### src/rtl/line_raster_writer_pkg.sv
// Shared types and constants for the line rasterizer: FSM states, coordinate
// widths, default frame size and the widths of the Bresenham error terms.
package line_raster_writer_pkg;

  localparam int X_W       = 11;
  localparam int Y_W       = 10;
  localparam int H_RES_DEF = 1280;
  localparam int V_RES_DEF = 720;
  localparam int D_W       = 13;   // dx, dy, err
  localparam int E2_W      = 14;   // 2*err

  typedef enum logic [1:0] {
    IDLE  = 2'd0,
    SETUP = 2'd1,
    DRAW  = 2'd2,
    DONE  = 2'd3
  } state_t;

endpackage

### src/rtl/line_raster_writer_fb_addr_calc.sv
// Registered linear frame-buffer address y*H_RES + x. It loads on the same
// enable as the pixel coordinate registers, so addr_out stays aligned with them.
module fb_addr_calc
  import line_raster_writer_pkg::*;
#(
  parameter int H_RES  = H_RES_DEF,
  parameter int ADDR_W = 20
) (
  input  logic              clk_in,
  input  logic              rst_in,
  input  logic              en_in,
  input  logic [X_W-1:0]    x_in,
  input  logic [Y_W-1:0]    y_in,
  output logic [ADDR_W-1:0] addr_out
);

  localparam logic [ADDR_W-1:0] H_MUL = ADDR_W'(H_RES);

  logic [ADDR_W-1:0] r_addr;

  // Clipped points produce a truncated, meaningless address; it is never written.
  always_ff @(posedge clk_in or posedge rst_in) begin
    if (rst_in) begin
      r_addr <= '0;
    end else if (en_in) begin
      r_addr <= ADDR_W'(y_in) * H_MUL + ADDR_W'(x_in);
    end
  end

  assign addr_out = r_addr;

endmodule

### src/rtl/line_raster_writer.sv
// Bresenham line rasterizer: walks a line in any octant and emits one pixel
// write (x, y, linear address, colour) per cycle on a valid/ready stream.
module line_raster_writer
  import line_raster_writer_pkg::*;
#(
  parameter int H_RES   = H_RES_DEF,
  parameter int V_RES   = V_RES_DEF,
  parameter int ADDR_W  = $clog2(H_RES * V_RES),
  parameter int COLOR_W = 24
) (
  input  logic               clk_in,
  input  logic               rst_in,
  input  logic               start_in,
  input  logic [X_W-1:0]     x1_in,
  input  logic [Y_W-1:0]     y1_in,
  input  logic [X_W-1:0]     x2_in,
  input  logic [Y_W-1:0]     y2_in,
  input  logic [COLOR_W-1:0] color_in,
  output logic               busy_out,
  output logic               done_out,
  output logic               pixel_valid_out,
  input  logic               pixel_ready_in,
  output logic [X_W-1:0]     x_out,
  output logic [Y_W-1:0]     y_out,
  output logic [ADDR_W-1:0]  addr_out,
  output logic [COLOR_W-1:0] color_out,
  output logic [1:0]         dbg_state_out
);

  // Write stream: a pixel transfers on a cycle where pixel_valid_out and
  // pixel_ready_in are both high. Once valid is raised, valid and the pixel
  // fields hold unchanged until that transfer; valid only drops after it.

  state_t               r_state;
  logic                 r_req;
  logic [X_W-1:0]       r_x1, r_x2, r_x;
  logic [Y_W-1:0]       r_y1, r_y2, r_y;
  logic signed [D_W-1:0] r_dx, r_dy, r_err;
  logic                 r_busy, r_done, r_valid;
  logic [COLOR_W-1:0]   r_color;

  logic                  w_sx_neg, w_sy_neg;
  logic [X_W-1:0]        w_dx_mag;
  logic [Y_W-1:0]        w_dy_mag;
  logic signed [D_W-1:0] w_setup_dx, w_setup_dy, w_setup_err;
  logic signed [E2_W-1:0] w_e2, w_dx_ext, w_dy_ext;
  logic                  w_step_x, w_step_y;
  logic [X_W-1:0]        w_next_x, w_load_x;
  logic [Y_W-1:0]        w_next_y, w_load_y;
  logic signed [D_W-1:0] w_next_err;
  logic                  w_step_done, w_at_end, w_load;

  function automatic logic in_frame(input logic [X_W-1:0] x, input logic [Y_W-1:0] y);
    return (int'(x) < H_RES) && (int'(y) < V_RES);
  endfunction

  // Step directions are fixed by the latched endpoints for the whole line.
  assign w_sx_neg    = (r_x2 < r_x1);
  assign w_sy_neg    = (r_y2 < r_y1);
  assign w_dx_mag    = w_sx_neg ? (r_x1 - r_x2) : (r_x2 - r_x1);
  assign w_dy_mag    = w_sy_neg ? (r_y1 - r_y2) : (r_y2 - r_y1);
  assign w_setup_dx  = {{(D_W - X_W){1'b0}}, w_dx_mag};
  assign w_setup_dy  = -{{(D_W - Y_W){1'b0}}, w_dy_mag};
  assign w_setup_err = w_setup_dx + w_setup_dy;

  assign w_e2     = {r_err, 1'b0};
  assign w_dx_ext = {r_dx[D_W-1], r_dx};
  assign w_dy_ext = {r_dy[D_W-1], r_dy};
  assign w_step_x = (w_e2 >= w_dy_ext);
  assign w_step_y = (w_e2 <= w_dx_ext);

  // Both axis updates are decided from the pre-step error term.
  always_comb begin
    w_next_x   = r_x;
    w_next_y   = r_y;
    w_next_err = r_err;
    if (w_step_x) begin
      w_next_err = w_next_err + r_dy;
      w_next_x   = w_sx_neg ? (r_x - X_W'(1)) : (r_x + X_W'(1));
    end
    if (w_step_y) begin
      w_next_err = w_next_err + r_dx;
      w_next_y   = w_sy_neg ? (r_y - Y_W'(1)) : (r_y + Y_W'(1));
    end
  end

  // A clipped point never raises valid, so it retires in its single cycle.
  assign w_step_done = r_valid ? pixel_ready_in : 1'b1;
  assign w_at_end    = (r_x == r_x2) && (r_y == r_y2);

  always_comb begin
    w_load   = 1'b0;
    w_load_x = w_next_x;
    w_load_y = w_next_y;
    if (r_state == SETUP) begin
      w_load   = 1'b1;
      w_load_x = r_x1;
      w_load_y = r_y1;
    end else if ((r_state == DRAW) && w_step_done && !w_at_end) begin
      w_load = 1'b1;
    end
  end

  always_ff @(posedge clk_in or posedge rst_in) begin
    if (rst_in) begin
      r_state <= IDLE;
      r_req   <= 1'b0;
      r_x1    <= '0;
      r_y1    <= '0;
      r_x2    <= '0;
      r_y2    <= '0;
      r_x     <= '0;
      r_y     <= '0;
      r_dx    <= '0;
      r_dy    <= '0;
      r_err   <= '0;
      r_busy  <= 1'b0;
      r_done  <= 1'b0;
      r_valid <= 1'b0;
      r_color <= '0;
    end else begin
      case (r_state)
        IDLE: begin
          r_busy <= 1'b0;
          r_done <= 1'b0;
          // The request is captured on one edge and acted on the next.
          if (r_req) begin
            r_req   <= 1'b0;
            r_busy  <= 1'b1;
            r_state <= SETUP;
          end else if (start_in) begin
            r_req   <= 1'b1;
            r_x1    <= x1_in;
            r_y1    <= y1_in;
            r_x2    <= x2_in;
            r_y2    <= y2_in;
            r_color <= color_in;
          end
        end
        SETUP: begin
          r_dx    <= w_setup_dx;
          r_dy    <= w_setup_dy;
          r_err   <= w_setup_err;
          r_x     <= w_load_x;
          r_y     <= w_load_y;
          r_valid <= in_frame(w_load_x, w_load_y);
          r_state <= DRAW;
        end
        DRAW: begin
          if (w_step_done) begin
            if (w_at_end) begin
              r_valid <= 1'b0;
              r_done  <= 1'b1;
              r_state <= DONE;
            end else begin
              r_x     <= w_load_x;
              r_y     <= w_load_y;
              r_err   <= w_next_err;
              r_valid <= in_frame(w_load_x, w_load_y);
            end
          end
        end
        DONE: begin
          r_done  <= 1'b0;
          r_busy  <= 1'b0;
          r_state <= IDLE;
        end
        default: r_state <= IDLE;
      endcase
    end
  end

  fb_addr_calc #(
    .H_RES  (H_RES),
    .ADDR_W (ADDR_W)
  ) u_addr (
    .clk_in   (clk_in),
    .rst_in   (rst_in),
    .en_in    (w_load),
    .x_in     (w_load_x),
    .y_in     (w_load_y),
    .addr_out (addr_out)
  );

  assign busy_out        = r_busy;
  assign done_out        = r_done;
  assign pixel_valid_out = r_valid;
  assign x_out           = r_x;
  assign y_out           = r_y;
  assign color_out       = r_color;
  assign dbg_state_out   = r_state;

endmodule

### config.mk
export PLATFORM = sky130hd
export DESIGN_NAME = line_raster_writer
export DESIGN_NICKNAME = d
export VERILOG_FILES = /design/src/rtl/line_raster_writer_pkg.sv /design/src/rtl/line_raster_writer_fb_addr_calc.sv /design/src/rtl/line_raster_writer.sv
export SDC_FILE = /design/constraint.sdc
export NUM_CORES = 1
export LEC_CHECK = 0
export BUFFER_PORTS_ARGS = -buffer_cell sky130_fd_sc_hd__buf_4
export CAP_MARGIN = 20
export CORE_UTILIZATION = 60
export CTS_CLUSTER_DIAMETER = 60
export DETAILED_ROUTE_END_ITERATION = 8
export GPL_TIMING_DRIVEN = 0
export PLACE_DENSITY_LB_ADDON = 0.15
export SLEW_MARGIN = 20
export SYNTH_ARGS = -nofsm -noshare
export SYNTH_HDL_FRONTEND = slang
export SYNTH_SLANG_ARGS = --single-unit
export TNS_END_PERCENT = 50
### constraint.sdc
create_clock -name clk_in -period 8.31 [get_ports clk_in]
set_input_delay 0.831 -clock clk_in [delete_from_list [all_inputs] [get_ports clk_in]]
set_output_delay 0.831 -clock clk_in [all_outputs]
set_load 0.01 [all_outputs]
Yosys cells after proc, flatten, opt, wreduce, memory -nomap -nowiden
Index checks and enable logic that the tools add are counted.

operators by class
  $add $sub $neg = 13
  multipliers = 1
  $lt $le $gt $ge = 6
  equality and inequality tests = 9
  multiplexer cells = 36
  bitwise logic cells = 1
  reductions and logical operators = 15

operators by type and width
  operator                                             count
  2-to-1 mux 11 bit                                    6
  2-to-1 mux 10 bit                                    6
  2-to-1 mux 13 bit                                    4
  case mux 13 bit (2 select lines)                     1
  case mux 11 bit (2 select lines)                     1
  subtractor 11 bit                                    2
  adder 20 x 11 -> 20 bit                              1
  case mux 10 bit (2 select lines)                     1
  subtractor 10 bit                                    2
  greater-or-equal comparator 14 x 13 -> 1 bit         1
  less-or-equal comparator 14 x 12 -> 1 bit            1
  adder 12 x 13 -> 13 bit                              1
  adder 13 x 12 -> 13 bit                              1
  adder 13 bit                                         1
  negator 10 -> 13 bit                                 1
  multiplier 10 x 3 -> 12 bit (second input constant)  1
  AND reduction 3 bit                                  4
  adder 11 x 1 -> 11 bit (second input constant)       1
  equality test 11 bit                                 1
  < comparator 11 bit                                  1
  < comparator 11 bit (second input constant)          1
  subtractor 11 x 1 -> 11 bit (second input constant)  1
  adder 10 x 1 -> 10 bit (second input constant)       1
  equality test 10 bit                                 1
  17 further kinds                                     39

storage, ports and cells
  register bits after elaboration = 150
  input bits = 70
  output and inout port bits = 70
  logic and storage cells = 97

Longest topological paths before layout
Gate-level depths: netlist of the first run.

  word-level depth = 9
  depth in mapped cells = 29
  depth with buffers taken out = 29

Cells and area by module
A second synthesis of the first run with hierarchy kept.

unflattened totals
  cell total of the unflattened synthesis = 1267
  area total of the unflattened synthesis = 12004.0 µm²

by module, submodules not included
  module              times used  cells an instance  area each (µm²)  sequential area each (µm²)
  line_raster_writer  1           1132               10486.3          3253.1
  fb_addr_calc        1           135                1517.7           500.5

Worst setup path after synthesis of the first run
OpenSTA, ideal clock, no wires.

  kind = register -> register
  from = register r_x1[1]
  to = register u_addr.r_addr[19] (netlist: u_addr.addr_out[19])
  library setup time = 125 ps
  arrival time = 5838 ps
  slack = 2347 ps
  stages on the path, launching flop included = 29
  clock period less this slack = 5963 ps
  path through = dfrtp_1 -> inv_1 -> ha_1 -> nor2b_1 -> o31a_1 -> o41ai_2 -> o21ai_1 -> a31oi_4 -> buf_2 -> ha_1 -> a21o_1 -> a211oi_1 -> nor2_1 -> or4_1 -> a41oi_1 -> o21bai_1 -> xor2_1 -> a221oi_2 -> inv_1 -> ha_1 -> a21o_1 -> a21oi_1 -> nor3_1 -> nand2_1 -> nand4b_1 -> nor2_1 -> xor2_1 -> xnor2_1 -> mux2_2

on the way
  word-level cells in the longest chain between the ends = 5

ends and longest elaborated chain
  element                   RTL line                               text
  from (decl)               line_raster_writer.sv:36               logic [X_W-1:0] r_x1, r_x2, r_x;
  from (signal assigned)    line_raster_writer.sv:133              r_x1 <= x1_in;
  < comparator 11 bit       line_raster_writer.sv:58               assign w_sx_neg = (r_x2 < r_x1);
  2-to-1 mux 11 bit         line_raster_writer.sv:79               w_next_x = w_sx_neg ? (r_x - X_W'(1)) : (r_x + X_W'(1));
  2-to-1 mux 11 bit         line_raster_writer.sv:77               if (w_step_x) begin
  2-to-1 mux 11 bit         line_raster_writer.sv:95               if (r_state == SETUP) begin
  named net u_addr.x_in[9]  line_raster_writer_fb_addr_calc.sv:12  input logic [X_W-1:0] x_in,
  adder 20 x 11 -> 20 bit   line_raster_writer_fb_addr_calc.sv:26  r_addr <= ADDR_W'(y_in) * H_MUL + ADDR_W'(x_in);
  to (signal assigned)      line_raster_writer_fb_addr_calc.sv:26
  to (decl)                 line_raster_writer_fb_addr_calc.sv:19  logic [ADDR_W-1:0] r_addr;

The timed path passes the listed nets, and every way through them passes these cells.
A chain may end at the register's enable or synchronous reset.

Final worst setup path of the first run
Ends and elaborated chain as after synthesis.

==> key figures, run 1 <==
Worst setup path
  • Worst endpoint required time: ~8600 ps
  • CP arrival: just over 7000 ps
  • Slowest cell on crit path: dfrtp_1
  • WS Path Type: flop to flop
  • Crit-path most repeated cell: ha_1
  • Crit path max fanout: 18
  • Nature of the critical path startpoint: flop
  • Max incr delay on CP: 470 ps
  • Critical Path End Type: flop

Die
  • Initial Util: 61.9%
  • Die area: between 0.02 and 0.025 mm^2
  • Core Rows: between 50 and 60
  • I/O pins: 140
  • DIE HEIGHT: between 100 and 150 um
  • Area of the core: 0.0197 mm^2
  • Die width: roughly 140 um

Global routing
  • Total track usage: around a third
  • First-pass GRT wire length: ~52 mm
  • Number of global-route vias before repair: between 10,000 and 15,000
  • Largest net degree at the start of global routing: 84
  • Global route overflow: 0
  • Antenna violations before repair: 0

Clock network
  • Reg clk slew, reported paths: 70 ps
  • H-tree depth: 4
  • CTS tree: yes
  • Worst skew pair latency: around 440 ps
  • Resized cells post-CTS: 0
  • Max Root-Sink Buffers: 2
  • Clock Sinks: 150
  • Cts hold-fix bufs: 0
  • Post-CTS setup buffers: 0
  • CTS buffer count: 17
  • Root buf cell: clkbuf_16

Place
  • Buffers added on ports: 139
  • Routability Congestion: 0.955
  • HPWL after DPL: about 26 mm
  • DP Area: about 0.014 mm^2

Timing
  • Fin crit period: 6920 ps
  • Worst slew margin: 33.6%
  • Fmax achieved: around 0.14 GHz
  • Max Transition Viols Final: 0
  • Hold slack final: approximately 440 ps
  • RSZ-0062 raised after global routing: no
  • Setup Skew: about 13 ps
  • Setup TNS: 0 ps
  • Final period utilization: approximately 83%
  • Slew @ Worst Pin: ~990 ps
  • Hold Violations, Final: 0
  • Final number of setup-violating endpoints: 0

Finish
  • Design area: roughly 0.014 mm^2
  • P&R area growth vs syn: 17.1%
  • Diodes inserted: 0
  • Final #Nets: around 1,700
  • Share of cells above drive strength 1: around a fifth

Run
  • Max-cap violations: 0

Hold path
  • HP Class: input pin to async pin

Run status
  • Outcome: finished clean

Synthesis
  • Mapped Cells: 1,322
  • Seq/Total Area, Yosys: 30.9%
  • Synth top area share: between 30% and 40%
  • YS warnings: 0
  • Syn Nets: roughly 1,500
  • Number of synthesized register bits: 150
  • Yosys top cell by area: dfrtp_1
  • Synth top cells by count: dfrtp_1, ha_1, nand2_1
  • Distinct cell type count after synthesis: 75
  • Mean Syn Cell Area: 9.20 um^2
  • Post-synth ARST share: 100%
  • Top-count cell post-synth: dfrtp_1
  • Top_reg_cell synth: dfrtp_1
  • Synth top area cells: dfrtp_1, ha_1, mux2_2
  • EDFF count, synth: 0
  • Post-synth design cell area: approximately 0.012 mm^2

Detailed routing
  • Routed via count: about 11,000
  • Final wirelength: ~34 mm
  • Antenna viol nets, final: 0
  • Pre-antenna DRT Iters: 5
  • WL/cell: approximately 19 um
  • DRC: 0
  • DR vias/cell: approximately 6
  • 1st-iter DRT viols: 897
==> placed cells by master, fill, tap and decap left out, types with 13 or more instances in the layout <==
| master | synthesis | final |
|---|---|---|
| xor2_1 | 41 | 41 |
| nor3_1 | 17 | 17 |
| nand2_1 | 108 | 108 |
| ha_1 | 136 | 136 |
| buf_4 | 0 | 139 |
| xnor2_1 | 65 | 65 |
| mux2_2 | 92 | 92 |
| nand3_1 | 16 | 16 |
| dfrtp_1 | 150 | 150 |
| o21a_1 | 23 | 23 |
| mux2i_1 | 23 | 23 |
| o21ai_0 | 75 | 75 |
| clkbuf_16 | 0 | 17 |
| clkbuf_1 | 34 | 34 |
| a211oi_1 | 21 | 21 |
| o21bai_1 | 13 | 13 |
| nor2_1 | 90 | 90 |
| inv_1 | 104 | 103 |
| nor2b_1 | 13 | 13 |
| a21o_1 | 35 | 35 |
| a21oi_1 | 100 | 100 |
==> per-layer routing <==
metal	track usage [%]	vias to the layer above	share of wire (%)
met3	6.62	67	7.1
met5	0	-	0
met1	44.6	5133	44
met4	11.3	0	2.9
met2	53.9	383	47
li1	-	4967	-
==> worst paths after layout <==
| kind | startpoint | end | slack [ps] | cells past startpoint |
|---|---|---|---|---|
| max in group asynchronous | rst_in | r_y1[8] | 7080 | 3 |
| min in group clk_in | u_addr.addr_out[17] | u_addr.addr_out[17] | 490 | 2 |
| min reg2reg | u_addr.addr_out[17] | u_addr.addr_out[17] | 490 | 2 |
| max | r_x1[1] | u_addr.addr_out[19] | 1390 | 28 |
| max reg2reg | r_x1[1] | u_addr.addr_out[19] | 1390 | 28 |
| min | rst_in | color_out[9] | 440 | 2 |
==> metrics by stage <==
stage	utilization, %	setup slack (ps)	instances
after detailed placement	69.0	1500	1727
after global placement	68.9	1530	1726
after CTS	72.4	1420	1759
final	72.4	1390	1759
after global routing	72.4	962	1759
after floorplan	-	2350	1322
==> sequential cells by signal, indices dropped and copies added (netlist names), 11 cells and up <==
register,cells
color_out,24
r_dx,11
r_dy,13
r_err,13
r_x1,11
r_x2,11
u_addr.addr_out,20
x_out,11
==> cell type report <==
cell class / instances / area (um^2)
Inverter: 104 / 398
Clock inverter: 14 / 224
Buffer: 45 / 191
Multi-Input combinational cell: 1023 / 7820
Tap cell: 265 / 332
Timing Repair Buffer: 140 / 1070
Clock buffer: 18 / 439
Fill cell: 1565 / 5420
Sequential cell: 150 / 3750
==> critical path, delay by kind of cell, from the launching register on <==
family                   cells  cell delay [ps]
buffers and inverters        3              690
adder cells (fa/ha/maj)      3              930
AO/OA/AOI/OAI               11             2580
multiplexers                 1              270
XOR/XNOR                     3              420
flip-flops                   1              470
AND/OR/NAND/NOR              7             1440
==> cells by family after synthesis <==
kind of cell	Yosys count	synth area share (%)
DFF	150	30.9
and+or+nand+nor	309	11.9
muxes	115	10.4
AOI/OAI and AO/OA	346	18.6
adders and majority gates	147	15.8
buffers and inverters	149	4.79
xor gates and xnor gates	106	7.64
Power of run 1 is not shown: default switching activity piles up to over one toggle a cycle in this logic, so the estimate is an artifact.
==> run 2, diff against run 1 <==
Settings changed: ABC_AREA from default to 1.
Clock period 8.31 ns to 6.6 ns, I/O delays scaled along.
==> run 2 against run 1 <==
Sequential share of layout area fell by 0.94 points. First-iteration DRC count fell by 9.7%. Register-to-register slack got worse by 410 ps. Setup slack got worse by 410 ps. Via count rose by 20%. Clock-buffer cell count rose by 1. Synthesized cell count rose by 34%. Largest cell class unchanged. Highest routed layer unchanged.
==> key figures, run 2 <==
Run status
  • Outcome: finished clean

Finish
  • Multi-input logic area: between 0.007 and 0.008 mm^2
  • Fill count: 1,867
  • Design area: around 0.015 mm^2
  • P&R area growth vs syn: 15.5%
  • Non-Filler Instances: approximately 2,200
  • Register area: between 0.003 and 0.004 mm^2
  • Max reg flops: 24
  • Most frequent cells in the layout: nand2_1, inv_1, dfrtp_1
  • Share of cells above drive strength 1: a little over an eighth
  • Diodes inserted: 0
  • Final #Nets: about 2,200
  • Commonest non-fill, non-tap cell in the layout: nand2_1

Clock network
  • Post-CTS setup buffers: 0
  • CTS buffer count: 17
  • Cts hold-fix bufs: 0
  • Root buf cell: clkbuf_16
  • Reg clk slew, reported paths: approximately 70 ps
  • Max Root-Sink Buffers: 2
  • H-tree depth: 4
  • Clock Sinks: 150
  • Resized cells post-CTS: 0
  • CTS tree: yes
  • Worst skew pair latency: 430 ps

Detailed routing
  • Final wirelength: 38.8 mm
  • DRC: 0
  • DR vias/cell: ~5.7
  • 1st-iter DRT viols: 810
  • Pre-antenna DRT Iters: 5
  • Antenna viol nets, final: 0
  • WL/cell: around 17 um
  • Routed via count: ~13,000

Power and ir drop
  • Worst vdd ir: between 0.15 and 0.2 mV
  • Int Pwr: about 1.5 mW
  • P_sw: 465 uW
  • Switching Share: about 24%
  • Clock power share: 49.5%
  • Combinational power share: under 10%
  • Final Power: 1.92 mW
  • Flop pwr share: 47.8%
  • Pleak: about 8.0 nW
  • P per Cell Area: between 100 and 150 mW/mm^2

Worst setup path
  • Slowest cell on crit path: fa_1
  • Critical Path End Type: flop
  • Worst endpoint required time: 6920 ps
  • CP arrival: slightly below 6000 ps
  • Crit-path most repeated cell: nand2_1
  • Crit path max fanout: 15
  • Nature of the critical path startpoint: flop
  • WS Path Type: flop to flop
  • Max incr delay on CP: ~520 ps

Timing
  • Final number of setup-violating endpoints: 0
  • Slew @ Worst Pin: approximately 800 ps
  • Fin crit period: 5620 ps
  • Final period utilization: between 80 and 90%
  • Setup TNS: 0 ps
  • Max Transition Viols Final: 0
  • Worst slew margin: 46.7%
  • RSZ-0062 raised after global routing: no
  • Fmax achieved: between 0.15 and 0.2 GHz
  • Hold slack final: about 230 ps
  • Hold Violations, Final: 0
  • Setup Skew: roughly 17 ps

Synthesis
  • Post-synth design cell area: ~0.013 mm^2
  • YS warnings: 0
  • Number of synthesized register bits: 150
  • Syn Nets: around 2,000
  • Distinct cell type count after synthesis: between 40 and 50
  • Synth top cells by count: nand2_1, inv_1, dfrtp_1
  • Post-synth ARST share: 100%
  • Yosys top cell by area: dfrtp_1
  • Top_reg_cell synth: dfrtp_1
  • Synth top area share: around 29%
  • Top-count cell post-synth: nand2_1
  • Mean Syn Cell Area: between 7 and 8 um^2
  • Mapped Cells: between 1,500 and 2,000
  • Seq/Total Area, Yosys: a little under 30%
  • Synth top area cells: dfrtp_1, ha_1, nand2_1
  • EDFF count, synth: 0

Global routing
  • Number of global-route vias before repair: roughly 12,000
  • Largest net degree at the start of global routing: 98
  • Antenna violations before repair: 0
  • Global route overflow: 0
  • Total track usage: about 36%
  • First-pass GRT wire length: 61.7 mm

Die
  • Die area: approximately 0.022 mm^2
  • Initial Util: about 61%
  • Core Rows: 53
  • Die width: 148 um
  • Area of the core: between 0.02 and 0.025 mm^2
  • I/O pins: 140
  • DIE HEIGHT: ~150 um

Place
  • Placed insts: between 2,000 and 2,500
  • HPWL after DPL: 30.9 mm
  • Buffers added on ports: about 140
  • Routability Congestion: ~0.95
  • DP Area: between 0.01 and 0.015 mm^2

Hold path
  • HP Class: input pin to async pin

Run
  • Max-cap violations: 0
[run 2: metal layers]
layer	global-route usage (%)	up-vias	wire (um)
li1	-	6129	-
met1	47.1	5961	16700
met2	61.5	456	18300
met3	5.15	73	2580
met4	12.9	0	1170
met5	0	-	0
[run 2: final cells by class]
cell class                 instances  share of cell area, %
multi-input combinational       1350                   54.0
sequential                       150                   25.4
timing repair buffer             140                   7.26
inverter                         231                   5.94
clock buffer                      19                   3.07
tap                              275                   2.33
buffer                            44                   1.26
clock inverter                    13                  0.746
[run 2: logic make-up after synthesis]
kind of cell | count (synthesis) | share of synthesized area [%]
multiplexers | 28 | 2.45
adder cells (fa/ha/maj) | 147 | 15.0
AO/OA/AOI/OAI | 323 | 13.7
flip-flops | 150 | 29.4
buffers and inverters | 275 | 8.27
AND/OR/NAND/NOR | 774 | 25.8
XOR/XNOR | 78 | 5.41
[run 2: per-stage QoR]
| stage | util (%) | setup WS [ps] |
|---|---|---|
| finish | 70.4 | 977 |
| global route | 70.4 | 461 |
| CTS | 70.4 | 994 |
| detailed placement | 67.7 | 1040 |
| global placement | 67.6 | 54.9 |
| floorplan | - | 1830 |
[run 2: worst paths after layout]
path,from,endpoint,slack [ps],depth (start not counted)
setup / recovery,r_y2[9],u_addr.addr_out[19],980,28
hold / removal,rst_in,color_out[17],230,2
setup reg to reg,r_y2[9],u_addr.addr_out[19],980,28
hold reg to reg,u_addr.addr_out[1],u_addr.addr_out[1],490,2
max in group asynchronous,rst_in,r_err[6],5510,3
min in group clk_in,color_in[17],color_out[17],460,2
[run 2: power groups by stage]
stage	clock network [mW]	logic, mW	registers (mW)
floorplan	0	0.0137	0.937
global placement	0	0.0502	0.937
detailed placement	0	0.0542	0.936
CTS	0.959	0.0542	0.919
global route	0.990	0.0586	0.918
finish	0.953	0.0526	0.919
[run 2: critical path, delay by kind of cell (launching register included)]
family / cells / cell delay, ps
DFF: 1 / 480
and+or+nand+nor: 13 / 1490
AOI/OAI and AO/OA: 4 / 860
xor gates and xnor gates: 2 / 350
adders and majority gates: 5 / 1810
buffers and inverters: 4 / 520
Note: power is estimated with default switching activity, not from simulation.
==> run 3, diff against run 2 <==
Settings changed: CORE_UTILIZATION 60 to 50.
==> run 3 against run 2 <==
Final area increased by 0.66%. Sequential power about the same. Setup slack improved by 58 ps. Worst hold slack improved by 45 ps. Die area increased by 20%. Cell count increased by 2.5%. Clock power increased by 6%. Non-clock buffer count unchanged. Global-route usage decreased by 4.8 points. Via count decreased by 1.3%. Largest cell class unchanged. Largest power group unchanged.
==> key figures, run 3 (synthesis gave the netlist of run 2 again) <==
Die
  • DIE HEIGHT: roughly 160 um
  • Initial Util: between 50% and 60%
  • Die area: 0.0262 mm^2
  • Die width: around 160 um
  • Core Rows: 58
  • I/O pins: 140
  • Area of the core: roughly 0.025 mm^2

Global routing
  • First-pass GRT wire length: ~64 mm
  • Antenna violations before repair: 0
  • Total track usage: a little under a third
  • Largest net degree at the start of global routing: ~90
  • Global route overflow: 0
  • Number of global-route vias before repair: between 10,000 and 15,000

Finish
  • Share of cells above drive strength 1: 13.1%
  • Max reg flops: 24
  • Non-Filler Instances: between 2,000 and 2,500
  • Final #Nets: between 2,000 and 2,500
  • Diodes inserted: 0
  • Most frequent cells in the layout: nand2_1, inv_1, dfrtp_1
  • P&R area growth vs syn: 16.3%
  • Commonest non-fill, non-tap cell in the layout: nand2_1

Detailed routing
  • Pre-antenna DRT Iters: 5
  • Final wirelength: between 40 and 50 mm
  • WL/cell: approximately 18 um
  • DR vias/cell: ~5.5
  • DRC: 0
  • Routed via count: between 10,000 and 15,000
  • 1st-iter DRT viols: 890
  • Antenna viol nets, final: 0

Worst setup path
  • Critical Path End Type: flop
  • Slowest cell on crit path: fa_1
  • WS Path Type: flop to flop
  • Worst endpoint required time: ~7000 ps
  • Critical-path cell list: ha_1, nand3_1, nor2_1, nand3_1, nand3_1, buf_2, buf_2, o211ai_1, o21ai_0, inv_1, ha_1, ha_1, fa_1, inv_1, nor2_1, nand2_1, nor2_1, nand2_1, nor2_1, nand3_1, xor2_1, nand2b_1, nand3_1, nand2_1
  • Nature of the critical path startpoint: flop
  • Max incr delay on CP: 530 ps
  • Crit-path most repeated cell: nand3_1
  • Crit path max fanout: 10
  • CP arrival: just under 6000 ps

Place
  • Dpl ws: between 1000 and 1500 ps
  • HPWL after DPL: about 32 mm
  • Routability Congestion: 0.939
  • Placed insts: between 2,000 and 2,500
  • Buffers added on ports: around 140

Timing
  • Fin crit period: approximately 5600 ps
  • Final number of setup-violating endpoints: 0
  • Slew @ Worst Pin: roughly 820 ps
  • Final worst slack: 1040 ps
  • Max Transition Viols Final: 0
  • Worst slew margin: 45.3%
  • Fmax achieved: roughly 0.18 GHz
  • RSZ-0062 raised after global routing: no
  • Final period utilization: 84.3%
  • Setup Skew: between 15 and 20 ps
  • Hold slack final: 275 ps
  • Hold Violations, Final: 0

Clock network
  • Clock Sinks: 150
  • Cts hold-fix bufs: 0
  • CTS buffer count: 17
  • Max Root-Sink Buffers: 2
  • CTS tree: yes
  • H-tree depth: 4
  • Worst skew pair latency: about 440 ps
  • Root buf cell: clkbuf_16
  • Resized cells post-CTS: 0
  • Post-CTS setup buffers: 0
  • Reg clk slew, reported paths: about 80 ps

Power and ir drop
  • Pleak: 7.98 nW
  • P per Cell Area: 133 mW/mm^2
  • Worst vdd ir: roughly 0.14 mV
  • Final Power: between 1.5 and 2 mW

Hold path
  • HP Class: input pin to async pin

Run
  • Max-cap violations: 0

Run status
  • Outcome: finished clean
## run 3: cell count changes in the layout (fill, tap and decap cells not counted)
cell	before	now
clkinv_4	3	1
clkinvlp_4	2	0
clkinv_2	1	0
inv_6	6	5
inv_8	2	7
clkinv_8	0	2
clkbuf_8	2	1
## run 3: per-layer routing
metal	global-route usage [%]	share of wire [%]	vias to the layer above
met5	0	0	-
met4	10.1	2.5	0
met3	4.72	5.8	61
met2	51.8	46	365
met1	42.3	45	5891
li1	-	-	6140
## run 3: final cells by class
cell class	instances	area, um^2
plain buffers	44	186
clock buffers	18	439
clock inverters	14	153
fillers	2463	10300
inverters	231	877
multi-input cells	1350	7960
flip-flops and latches	150	3750
well taps	330	413
repair buffers	140	1070
## run 3: worst paths after layout
kind,startpoint,to,slack (ps),depth (start not counted)
max,r_err[9],u_addr.addr_out[19],1040,24
min,rst_in,u_addr.addr_out[16],280,2
max reg2reg,r_err[9],u_addr.addr_out[19],1040,24
min reg2reg,u_addr.addr_out[11],u_addr.addr_out[11],490,2
max in group asynchronous,rst_in,r_x2[1],5580,3
min in group clk_in,color_in[5],color_out[5],450,2
## run 3: power by group
part | switching [mW] | leakage (nW) | internal, mW
clock | 0.488 | 0.294 | 0.521
sequential | 0 | 1.74 | 0.918
combinational | 0.0252 | 5.95 | 0.0275
total | 0.513 | 7.98 | 1.47
## run 3: critical path: cells and delay by family, from the launching register on
kind | cells | cell delay (ps)
AO/OA/AOI/OAI | 2 | 440
XOR/XNOR | 1 | 170
adder cells (fa/ha/maj) | 4 | 1430
buffers and inverters | 4 | 920
flip-flops | 1 | 480
AND/OR/NAND/NOR | 13 | 1990
## run 3: stage by stage
stage / TNS [ps] / utilization, % / cell area, um^2
floorplan: 0 / - / 12800
global placement: -19700 / 56.7 / 14200
detailed placement: 0 / 56.8 / 14300
CTS: 0 / 59.2 / 14900
global route: 0 / 59.2 / 14900
finish: 0 / 59.2 / 14900
